===== src/rtl/palette_bank_lut.sv =====
//==============================================================================
// Module   : palette_bank_lut
// Purpose  : Shared, writable multi-bank sprite colour lookup. Maps a sprite
//            pixel index through a selectable bank to 12-bit RGB. It adds
//            frame-synchronous bank flashing and a global fade-to-black, and
//            flags index 0 as transparent. Two-stage pipeline: table read,
//            then fade subtraction.
// Ports    : Clk, Reset_n (sync, active-low)
//            frame_start              - one pulse per frame
//            pix_valid/index/bank_sel - lookup request
//            flash_en                 - enable bank flashing
//            fade_start/fade_clear    - fade control pulses
//            wr_en/wr_bank/wr_index/wr_rgb - table write port
//            red/green/blue/out_valid/out_transparent - lookup result
//            flash_phase, fade_done   - status
// Revision : 1.0 - initial release
//==============================================================================
`default_nettype none

module palette_bank_lut #(
  parameter int INDEX_W      = 2,
  parameter int NUM_BANKS    = 4,
  parameter int COLOR_W      = 4,
  parameter int FLASH_PERIOD = 16,
  parameter int FADE_FRAMES  = 4
) (
  input  logic                          Clk,
  input  logic                          Reset_n,
  input  logic                          frame_start,
  input  logic                          pix_valid,
  input  logic [INDEX_W-1:0]            index,
  input  logic [$clog2(NUM_BANKS)-1:0]  bank_sel,
  input  logic                          flash_en,
  input  logic                          fade_start,
  input  logic                          fade_clear,
  input  logic                          wr_en,
  input  logic [$clog2(NUM_BANKS)-1:0]  wr_bank,
  input  logic [INDEX_W-1:0]            wr_index,
  input  logic [3*COLOR_W-1:0]          wr_rgb,
  output logic [COLOR_W-1:0]            red,
  output logic [COLOR_W-1:0]            green,
  output logic [COLOR_W-1:0]            blue,
  output logic                          out_valid,
  output logic                          out_transparent,
  output logic                          flash_phase,
  output logic                          fade_done
);

  localparam int BW      = $clog2(NUM_BANKS);
  localparam int ENTRIES = 2**INDEX_W;
  localparam int RGB_W   = 3*COLOR_W;
  localparam int FLW     = $clog2(FLASH_PERIOD+1);
  localparam int FFW     = $clog2(FADE_FRAMES+1);

  localparam logic [FLW-1:0]     FLASH_LAST = FLW'(FLASH_PERIOD-1);
  localparam logic [FFW-1:0]     FADE_LAST  = FFW'(FADE_FRAMES-1);
  // Level one step short of full black; stepping past it enters BLACK.
  localparam logic [COLOR_W-1:0] LEVEL_PRE  = COLOR_W'(2**COLOR_W-2);

  // ---------------------------------------------------------------------------
  // Colour table
  // ---------------------------------------------------------------------------
  logic [RGB_W-1:0] lut [NUM_BANKS][ENTRIES];

  always_ff @(posedge Clk) begin
    if (!Reset_n) begin
      for (int b = 0; b < NUM_BANKS; b++) begin
        for (int e = 0; e < ENTRIES; e++) begin
          lut[b][e] <= '0;
        end
      end
    end else if (wr_en) begin
      lut[wr_bank][wr_index] <= wr_rgb;
    end
  end

  // ---------------------------------------------------------------------------
  // Flash phase: toggles every FLASH_PERIOD frames while enabled
  // ---------------------------------------------------------------------------
  logic [FLW-1:0] flash_cnt;

  always_ff @(posedge Clk) begin
    if (!Reset_n || !flash_en) begin
      flash_cnt   <= '0;
      flash_phase <= 1'b0;
    end else if (frame_start) begin
      if (flash_cnt == FLASH_LAST) begin
        flash_cnt   <= '0;
        flash_phase <= ~flash_phase;
      end else begin
        flash_cnt <= flash_cnt + FLW'(1);
      end
    end
  end

  // ---------------------------------------------------------------------------
  // Fade FSM
  // ---------------------------------------------------------------------------
  typedef enum logic [1:0] {
    FADE_IDLE  = 2'd0,
    FADE_RUN   = 2'd1,
    FADE_BLACK = 2'd2
  } fade_state_t;

  fade_state_t        state_q, state_d;
  logic [COLOR_W-1:0] level_q, level_d;
  logic [FFW-1:0]     fcnt_q,  fcnt_d;

  always_ff @(posedge Clk) begin
    if (!Reset_n) begin
      state_q <= FADE_IDLE;
      level_q <= '0;
      fcnt_q  <= '0;
    end else begin
      state_q <= state_d;
      level_q <= level_d;
      fcnt_q  <= fcnt_d;
    end
  end

  always_comb begin
    state_d = state_q;
    level_d = level_q;
    fcnt_d  = fcnt_q;
    if (fade_clear) begin
      state_d = FADE_IDLE;
      level_d = '0;
      fcnt_d  = '0;
    end else begin
      case (state_q)
        FADE_IDLE: begin
          // A frame_start coinciding with fade_start is deliberately not counted.
          if (fade_start) begin
            state_d = FADE_RUN;
            level_d = '0;
            fcnt_d  = '0;
          end
        end
        FADE_RUN: begin
          if (frame_start) begin
            if (fcnt_q == FADE_LAST) begin
              fcnt_d  = '0;
              level_d = level_q + COLOR_W'(1);
              if (level_q == LEVEL_PRE) begin
                state_d = FADE_BLACK;
              end
            end else begin
              fcnt_d = fcnt_q + FFW'(1);
            end
          end
        end
        FADE_BLACK: begin
          state_d = FADE_BLACK;
        end
        default: begin
          state_d = FADE_IDLE;
          level_d = '0;
          fcnt_d  = '0;
        end
      endcase
    end
  end

  assign fade_done = (state_q == FADE_BLACK);

  // ---------------------------------------------------------------------------
  // Stage 1: table read through the flash-adjusted bank
  // ---------------------------------------------------------------------------
  logic [BW-1:0]    eff_bank;
  logic             s1_valid;
  logic             s1_transp;
  logic [RGB_W-1:0] s1_rgb;

  // Phase 1 swaps to the bank's LSB partner (2k <-> 2k+1).
  assign eff_bank = bank_sel ^ BW'(flash_phase);

  always_ff @(posedge Clk) begin
    if (!Reset_n) begin
      s1_valid  <= 1'b0;
      s1_transp <= 1'b0;
      s1_rgb    <= '0;
    end else begin
      s1_valid  <= pix_valid;
      s1_transp <= (index == '0);
      s1_rgb    <= lut[eff_bank][index];
    end
  end

  // ---------------------------------------------------------------------------
  // Stage 2: saturating fade subtraction; colour holds when no valid data
  // ---------------------------------------------------------------------------
  function automatic logic [COLOR_W-1:0] fade_ch(input logic [COLOR_W-1:0] c,
                                                 input logic [COLOR_W-1:0] l);
    return (c > l) ? (c - l) : '0;
  endfunction

  always_ff @(posedge Clk) begin
    if (!Reset_n) begin
      out_valid       <= 1'b0;
      out_transparent <= 1'b0;
      red             <= '0;
      green           <= '0;
      blue            <= '0;
    end else begin
      out_valid <= s1_valid;
      if (s1_valid) begin
        red             <= fade_ch(s1_rgb[RGB_W-1 -: COLOR_W], level_q);
        green           <= fade_ch(s1_rgb[2*COLOR_W-1 -: COLOR_W], level_q);
        blue            <= fade_ch(s1_rgb[COLOR_W-1:0], level_q);
        out_transparent <= s1_transp;
      end
    end
  end

endmodule

`default_nettype wire


===== config.mk =====
export PLATFORM = sky130hd
export DESIGN_NAME = palette_bank_lut
export DESIGN_NICKNAME = d
export VERILOG_FILES = /design/src/rtl/palette_bank_lut.sv
export SDC_FILE = /design/constraint.sdc
export NUM_CORES = 1
export LEC_CHECK = 0
export ABC_AREA = 1
export CORE_MARGIN = 2
export CORE_UTILIZATION = 33
export CTS_CLUSTER_SIZE = 30
export DETAILED_ROUTE_END_ITERATION = 7
export REMOVE_ABC_BUFFERS = 1
export SYNTH_ARGS = -nofsm -noshare
export SYNTH_HDL_FRONTEND = slang
export SYNTH_SLANG_ARGS = --single-unit

===== constraint.sdc =====
create_clock -name Clk -period 1.8 [get_ports Clk]
set_clock_uncertainty 0.15 [all_clocks]
set_input_delay 0.36 -clock Clk [delete_from_list [all_inputs] [get_ports Clk]]
set_output_delay 0.36 -clock Clk [all_outputs]
set_load 0.02 [all_outputs]

==> results of run 1 <==
-- area by class of cell --
type | instances | area (um2) | share of cell area [%]
flip-flops and latches | 235 | 6640 | 46.3
multi-input cells | 789 | 3700 | 25.9
repair buffers | 153 | 1640 | 11.5
inverters | 248 | 933 | 6.52
clock buffers | 33 | 698 | 4.88
well taps | 455 | 569 | 3.98
clock inverters | 16 | 134 | 0.935
-- per-layer routing --
layer,up-vias,GRT usage [%]
met1,4269,24.5
met2,309,27.4
met5,-,0
met3,52,3.09
li1,4478,-
met4,0,4.77
-- power breakdown --
group	internal, mW	switching [mW]
sequential	6.17	0.101
combinational	0.640	0.986
clock	3.03	2.18
total	9.84	3.26
-- critical path: stages, from the launching register on --
cell and delay [ns]:
dfxtp_2 0.36, inv_4 0.05, ha_4 0.17, buf_6 0.13
-- cell families (layout without fill, tap and decap cells) --
family	count (synthesis)	after routing	share of synthesized area (%)
compound gates	64	64	2.98
xor+xnor	5	5	0.381
fa+ha+maj	23	23	2.70
buf+inv	322	450	10.8
flops	235	235	57.6
simple gates	697	697	25.5
-- final timing paths --
check,startpoint,end,slack [ns],depth (start not counted)
setup reg to reg,level_q[0]$_SDFFE_PP0P_,red[3]$_SDFFE_PN0P_,0.11,7
setup / recovery,state_q[0]$_SDFFE_PP0P_,fade_done,0.05,3
hold / removal,pix_valid,s1_valid$_SDFF_PN0_,0.22,3
hold reg to reg,flash_cnt[3]$_SDFFE_PP0P_,flash_cnt[4]$_SDFFE_PP0P_,0.28,1
-- cell usage after synthesis (7+ instances only) --
library cell / instances
nand2_1: 263
inv_1: 245
nor2_1: 207
nand3_1: 199
edfxtp_1: 192
clkbuf_1: 55
a21oi_1: 45
dfxtp_1: 43
ha_1: 20
o21ai_0: 13
nand3b_1: 12
nor3_1: 12
buf_2: 9
buf_1: 7
-- per-stage QoR --
step / worst slack, ns / total power [mW] / hold WS [ns]
after global placement: -0.506 / 7.97 / 0.264
final: 0.0529 / 13.1 / 0.221
after detailed placement: -0.522 / 7.99 / 0.271
after global routing: -0.00703 / 13.6 / 0.229
after CTS: 0.000687 / 13.2 / 0.204
after floorplan: -1.38 / 7.17 / 0.258
-- state kept, by name (all words and copies together) (netlist names) --
name	flops
lut	192
green	4
state_q	2
red	4
blue	4
s1_valid	1
s1_rgb	12
fcnt_q	3
s1_transp	1
out_transparent	1
flash_cnt	5
level_q	4
flash_phase	1
out_valid	1
-- layout by cell type, fill, tap and decap left out, types with 2 or more instances in the layout --
| cell type | Yosys | layout |
|---|---|---|
| nand2_1 | 263 | 262 |
| inv_1 | 245 | 242 |
| nor2_1 | 207 | 206 |
| nand3_1 | 199 | 198 |
| edfxtp_1 | 192 | 192 |
| buf_4 | 0 | 77 |
| a21oi_1 | 45 | 41 |
| dfxtp_1 | 43 | 38 |
| buf_12 | 0 | 32 |
| clkbuf_16 | 0 | 27 |
| clkdlybuf4s50_1 | 0 | 25 |
| ha_1 | 20 | 17 |
| dlygate4sd2_1 | 0 | 14 |
| nand3b_1 | 12 | 12 |
| nor3_1 | 12 | 10 |
| clkinv_1 | 1 | 7 |
| o21ai_1 | 0 | 6 |
| clkbuf_1 | 55 | 6 |
| o21ai_0 | 13 | 5 |
| a21oi_2 | 0 | 4 |
| inv_2 | 2 | 4 |
| clkinv_2 | 0 | 4 |
| dfxtp_2 | 0 | 4 |
| xnor2_1 | 3 | 3 |
| o211a_1 | 3 | 3 |
| nand2_2 | 3 | 3 |
| fa_2 | 0 | 3 |
| clkinvlp_4 | 0 | 3 |
| o21ai_2 | 0 | 2 |
| nor3_2 | 0 | 2 |
| a211oi_1 | 2 | 2 |
| xor2_1 | 2 | 2 |
| ha_2 | 0 | 2 |
| bufinv_16 | 0 | 2 |
| buf_6 | 3 | 2 |
-- repair_timing --
action,CTS,global route
setup endpoints to repair,21,69
gates resized for setup,30,30
hold buffers,0,0
pin swaps,3,4
==> results.cfg, run 1 <==
[run_status]
status = completed

[critical_path]
crit_fanout = 4
crit_path_end_kind = output port
start_kind = register
worstSetupPathType = reg -> out
worstPathRequired_ns = 1.29
worst_ep_arrival_time_ns = 1.24

[detailed_routing]
post_drt_wl_per_cell_um = 16.1
highest_layer = met4
routed_wl_mm = 31.0
via_per_inst = 4.72
wl_met3_mm = 2.34
vias = 9108
wl_met1_mm = 14.0
wl_met2_mm = 13.9
ant_nets = 0
firstDrtPassIters = 5
drtIter0Drc = 577
route.detailed.drc = 0

[cts]
clk_pin_slew_worst_paths_ns = 0.06
cts_buffer_depth = 3
cts_root_buf = clkbuf_16
htreeDepth = 1
insertion_delay_ns = 0.55
cts_tree = built
cts_buffers = 27
clock-sinks = 235
cts_setup_buffers = 0

[floorplan]
num_rows = 68
start_util_pct = 33.4
die_y_um = 191
die_w_um = 191
core-area_um2 = 34500
dieArea_um2 = 36400
io_pins = 44

[timing]
grt_setup_unrepaired = true
tightest_slew_ns = 0.354
fin_crit_sh_pct = 97.1
drv_slew = 0
period_minus_slack_ns = 1.75
fmax_mhz = 572
slew_headroom_pct = 76.4
setup_viol = 0
hold_viol = 0
finalSetupTns_ns = 0

[global_routing]
grt_pass1_wl_mm = 48.8
grt_overflow = 0
grt_pass1_vias = 8761
grt_max_degree = 61
grtUsageTotal_pct = 17.3
antenna_found_initial = 0

[power]
p_leak_nw = 6.53
ir_worst_vdd_uv = 661
power.density_nw_per_um2 = 916

[finish]
final_core_util_pct = 41.5
layout.nets = 1505
drive_gt1_share_pct = 12.2
stdcell_count = 1929
diodes = 0
fillCellCount = 3400
final_area_um2 = 14300
syn2layout_area_growth_pct = 24.5

[synthesis]
synthCells = 1346
ys.flop_type = edfxtp_1
synth_area_um2 = 11500
synth_area_per_cell_um2 = 8.54
ys_seq_area_share_pct = 57.6
synth-edff-count = 192
yosysWarnings = 0
netlist_top_cells_area = edfxtp_1 (50%), nand3_1 (8.7%), nand2_1 (8.6%), inv_1 (8.0%), dfxtp_1 (7.5%)
synth-seq-cells = 235
synth_top_area_share_pct = 50.1
synth_cell_types = 25
synthArstFlopShare_pct = 0
synth_area_leader_cell = edfxtp_1

[placement]
dpl.hpwl_mm = 21.2
placed_cell_area_um2 = 13400
portBuffers = 43
routabilityCongestion = 0.875
place_inst = 1880

[hold_path]
hold_path_class = in -> reg

[job]
drv_cap = 0
(Power assumes the default switching activity.)
==> inputs of run 2 (changes only) <==
CORE_UTILIZATION = 55   (was 33)
CTS_CLUSTER_SIZE = unset   (was 30)
PLACE_DENSITY = 0.76   (was unset)
==> results.cfg, run 2 (synthesized netlist as in run 1, its figures left out) <==
[hold_path]
hold_path_class = in -> reg

[timing]
fmax_mhz = 569
fin_crit_sh_pct = 97.7
period_minus_slack_ns = 1.76
slew_headroom_pct = 75.0
hold_viol = 0
grt_setup_unrepaired = true
setup_viol = 0
layout_setup_ws_ns = 0.0414
drv_slew = 0
tightest_slew_ns = 0.375

[placement]
post-place-ws_ns = -0.645
portBuffers = 43
dpl.hpwl_mm = 20.4
place_inst = 1694
routabilityCongestion = 0.953

[detailed_routing]
route.detailed.drc = 0
post_drt_wl_per_cell_um = 17.7
routed_wl_mm = 30.9
via_per_inst = 5.47
firstDrtPassIters = 7
ant_nets = 0
vias = 9516
drtIter0Drc = 1571

[finish]
layout_common_cells = nand2_1 (261), inv_1 (241), nor2_1 (206)
diodes = 0
multi_input_area_um2 = 3710
mostFrequentLayoutCell = nand2_1
stdcell_count = 1741
seq_area_um2 = 6640
drive_gt1_share_pct = 13.0
fillCellCount = 1509
layout.nets = 1504
largest_register_ff_count = 192
reg_top3 = lut: 192 flops, s1_rgb: 12 flops, flash_cnt: 5 flops
syn2layout_area_growth_pct = 22.6
max_flop_register = lut

[power]
p_leak_nw = 6.57
power.density_nw_per_um2 = 929
ir_worst_vdd_uv = 609

[floorplan]
dieArea_um2 = 22100
io_pins = 44
die_y_um = 149
num_rows = 52
start_util_pct = 56.5
core-area_um2 = 20400
die_w_um = 149

[global_routing]
grt_overflow = 0
grtUsageTotal_pct = 28.1
antenna_found_initial = 0
grt_max_degree = 49
grt_pass1_wl_mm = 48.2
grt_pass1_vias = 9161

[critical_path]
worst-path-buf-inv = 2
worst_ep_arrival_time_ns = 1.25
crit_path_end_kind = output port
start_kind = register
crit_fanout = 4
path_delay_family = flip-flops
cp_slowest_cell = dfxtp_2
worstPathRequired_ns = 1.29
critPathMaxStageDelay_ns = 0.34
worstPathCellList = inv_2, ha_4, buf_4
worstSetupPathType = reg -> out

[cts]
clk_pin_slew_worst_paths_ns = 0.06
htreeDepth = 1
cts_tree = built
postCtsHoldBufs = 0
cts_root_buf = clkbuf_16
cts_buffers = 25
cts_setup_buffers = 0
insertion_delay_ns = 0.53
cts_buffer_depth = 3
clock-sinks = 235

[run_status]
status = completed

[job]
drv_cap = 0
[run 2: worst paths after layout]
path / from / endpoint / slack [ns] / depth (start not counted)
hold / removal: pix_valid / s1_valid$_SDFF_PN0_ / 0.23 / 3
hold reg to reg: flash_cnt[3]$_SDFFE_PP0P_ / flash_cnt[4]$_SDFFE_PP0P_ / 0.28 / 1
setup reg to reg: s1_rgb[8]$_SDFF_PN0_ / red[2]$_SDFFE_PN0P_ / 0.06 / 8
setup / recovery: state_q[0]$_SDFFE_PP0P_ / fade_done / 0.04 / 3
[run 2: per-layer routing]
metal | up-vias | GRT usage [%] | part of all wire (%)
met5 | - | 0 | 0
met4 | 0 | 10.0 | 3.7
met3 | 91 | 5.25 | 12
met2 | 543 | 45.8 | 47
met1 | 4411 | 38.1 | 38
li1 | 4471 | - | -
[run 2: stage by stage]
| stage | utilization, % | setup TNS [ns] | total power [mW] | area, um2 | hold slack [ns] |
|---|---|---|---|---|---|
| floorplan | - | -23.74 | 7.17 | 11200 | 0.258 |
| global placement | 64.4 | -144.58 | 7.90 | 13100 | 0.269 |
| detailed placement | 64.4 | -145.58 | 7.95 | 13100 | 0.276 |
| CTS | 68.5 | 0 | 13.1 | 14000 | 0.214 |
| global route | 69.2 | -0.0752 | 13.5 | 14100 | 0.263 |
| finish | 69.2 | 0 | 13.1 | 14100 | 0.226 |
[run 2: report_power, final]
part	total, mW	leakage [nW]	switching, mW	internal [mW]
Sequential	6.28	2.18	0.105	6.17
Clock	5.18	0.417	2.17	3.01
Combinational	1.63	3.97	0.991	0.642
Total	13.1	6.57	3.27	9.82
[run 2: area by class of cell]
type,count,share of cell area [%]
flip-flops and latches,235,47.1
clock inverters,16,1.03
multi-input cells,789,26.3
well taps,270,2.40
clock buffers,29,4.84
repair buffers,154,11.7
inverters,248,6.60
[run 2: timing repair]
action / CTS / global route
resized for setup: 35 / 31
pin swaps: 4 / 5
setup endpoints to repair: 91 / 154
cloned: 0 / 2
[run 2: worst min-delay path, cell delays in order]
cell,delay [ns]
clkdlybuf4s50_1,0.41
nand2_1,0.07
inv_1,0.03
==> inputs of run 3 (changes only) <==
ABC_AREA = unset   (was 1)
CORE_ASPECT_RATIO = 0.75   (was unset)
==> results.cfg, run 3 <==
[cts]
htreeDepth = 1
postCtsHoldBufs = 0
cts_root_buf = clkbuf_16
cts_buffers = 24
insertion_delay_ns = 0.53
cts_buffer_depth = 3
cts_tree = built
clock-sinks = 235
clk_pin_slew_worst_paths_ns = 0.07

[global_routing]
grt_pass1_wl_mm = 43.2
antenna_found_initial = 0
grtUsageTotal_pct = 26.7
grt_overflow = 0
grt_pass1_vias = 7654
grt_max_degree = 36

[synthesis]
yosys.area_share.simple_pct = 27.7
synthCells = 1034
synth-seq-cells = 235
yosys.area_share.xor_xnor_pct = 1.12
synthArstFlopShare_pct = 0
synth_top_area_share_pct = 52.8
synth_compound_area_share_pct = 3.73
ys_seq_area_share_pct = 60.6
synth-adder-area-share_pct = 2.84
synth-edff-count = 192
synth.area.mux_share_pct = 0.733
synth_area_leader_cell = edfxtp_1
synth_commonest_cells = nand2_1 (221), and2_1 (195), edfxtp_1 (192)
ys.flop_type = edfxtp_1
synth_top_family_by_area = simple AND/OR/NAND/NOR gates
yosysWarnings = 0
synth_area_per_cell_um2 = 10.6
yosysMostFrequentCell = nand2_1
synth_area_um2 = 10900
synth_cell_types = 38
netlist_top_cells_area = edfxtp_1 (53%), and2_1 (11%), dfxtp_1 (7.9%), nand2_1 (7.6%), nand3_1 (3.4%)

[timing]
finalSetupTns_ns = -0.0219
period_minus_slack_ns = 1.81
hold_slack_ns = 0.283
hold_viol = 0
fmax_mhz = 552
layout_setup_ws_ns = -0.0126
fin_crit_sh_pct = 101
drv_slew = 0
tightest_slew_ns = 0.445
grt_setup_unrepaired = true
slew_headroom_pct = 70.3
setup_viol = 2

[critical_path]
cp_slowest_cell = fa_2
crit_path_end_kind = register
worstPathRequired_ns = 2.12
worstPathCellList = ha_4, fa_2, nor2b_2, o21ai_2, a21oi_2, nor2b_1, o21a_1
crit_fanout = 4
worst_ep_arrival_time_ns = 2.13
path_delay_family = adder cells
start_kind = register
critPathMaxStageDelay_ns = 0.41
worst-path-buf-inv = 0
worstSetupPathType = reg -> reg

[power]
p_switching_mw = 2.96
ir_worst_vdd_uv = 731
p_leak_nw = 5.25
pwr-share-seq_pct = 49.2
power_switching_share_pct = 23.2
combPwrFrac_pct = 10.3
pwr-share-clk_pct = 40.4
intPower_mw = 9.78
power.density_nw_per_um2 = 944

[placement]
placed_cell_area_um2 = 12400
dpl.hpwl_mm = 18.7
post-place-ws_ns = -0.770
portBuffers = 43
routabilityCongestion = 0.892

[finish]
final_core_util_pct = 69.4
diodes = 0
mostFrequentLayoutCell = nand2_1
final_area_um2 = 13500
max_flop_register = lut
fillCellCount = 1383
layout_common_cells = nand2_1 (219), and2_1 (195), edfxtp_1 (192)
drive_gt1_share_pct = 17.9
layout.nets = 1205
reg_top3 = lut: 192 flops, s1_rgb: 12 flops, flash_cnt: 5 flops
largest_register_ff_count = 192
syn2layout_area_growth_pct = 23.5

[floorplan]
num_rows = 44
io_pins = 44
start_util_pct = 56.2
die_w_um = 167
dieArea_um2 = 21000
die_y_um = 126
core-area_um2 = 19400

[detailed_routing]
drtIter0Drc = 863
ant_nets = 0
post_drt_wl_per_cell_um = 20.1
via_per_inst = 5.67
firstDrtPassIters = 5
vias = 8062
routed_wl_mm = 28.6
route.detailed.drc = 0

[run_status]
status = finished with violations
violations = setup timing

[job]
drv_cap = 0

[hold_path]
hold_path_class = in -> reg
[run 3: changes by cell type in the layout (fill, tap and decap cells not counted), sizes merged, moves of 8 or more]
cell	change
inv	-229
a31oi	+25
nor2b	+24
nand2b	+9
nor2	-179
nand4	+28
buf	+9
nand3	-125
a21oi	-30
mux2i	+8
nand2	-45
and2	+195
[run 3: stage by stage]
step / cells / total power, mW
6_report: 1422 / 12.7
4_1_cts: 1411 / 12.7
3_5_place_dp: 1370 / 7.59
5_1_grt: 1422 / 13.1
2_1_floorplan: 966 / 6.95
3_3_place_gp: 1370 / 7.54
[run 3: worst min-delay path: stages]
cell and delay (ns):
clkdlybuf4s50_1 0.42, nand3_1 0.09, a41oi_1 0.04
[run 3: logic make-up after synthesis]
group / Yosys count
and+or+nand+nor: 597
DFF: 235
buffers and inverters: 88
AOI/OAI and AO/OA: 69
adders and majority gates: 23
xor gates and xnor gates: 14
muxes: 8
[run 3: power by group through the flow]
stage,Combinational (mW),Clock [mW],Sequential (mW)
after floorplan,0.574,0,6.38
after global placement,1.18,0,6.37
after detailed placement,1.20,0,6.38
after CTS,1.22,5.17,6.27
after global routing,1.42,5.37,6.30
final,1.32,5.15,6.27
[run 3: timing repair]
item,CTS,global route
gates cloned,0,3
endpoints found under the setup margin,251,164
resized for setup,51,53
setup buffers,0,8
pin swaps,4,17
[run 3: final timing paths]
kind         cells after the start  slack (ns)                      start                        end
max                              7       -0.01    level_q[0]$_SDFFE_PP0P_       blue[1]$_SDFFE_PN0P_
min                              3        0.28                   flash_en  flash_cnt[4]$_SDFFE_PP0P_
max reg2reg                      7       -0.01    level_q[0]$_SDFFE_PP0P_       blue[1]$_SDFFE_PN0P_
min reg2reg                      2        0.31  flash_cnt[4]$_SDFFE_PP0P_  flash_cnt[4]$_SDFFE_PP0P_
[run 3: cell type report]
cell class	count	area (um2)	share of cell area, %
Clock buffer	31	648	4.80
Tap cell	253	317	2.35
Sequential cell	235	6640	49.2
Timing Repair Buffer	162	1470	10.9
Multi-Input combinational cell	711	4190	31.1
Clock inverter	10	146	1.08
Inverter	20	75.1	0.556
[run 3: routing by layer]
| metal | vias up | track usage, % | share of wire (%) |
|---|---|---|---|
| met5 | - | 0 | 0 |
| met4 | 0 | 5.73 | 1.9 |
| met3 | 48 | 6.13 | 11 |
| met2 | 415 | 39.8 | 43 |
| met1 | 3842 | 40.3 | 44 |
| li1 | 3757 | - | - |
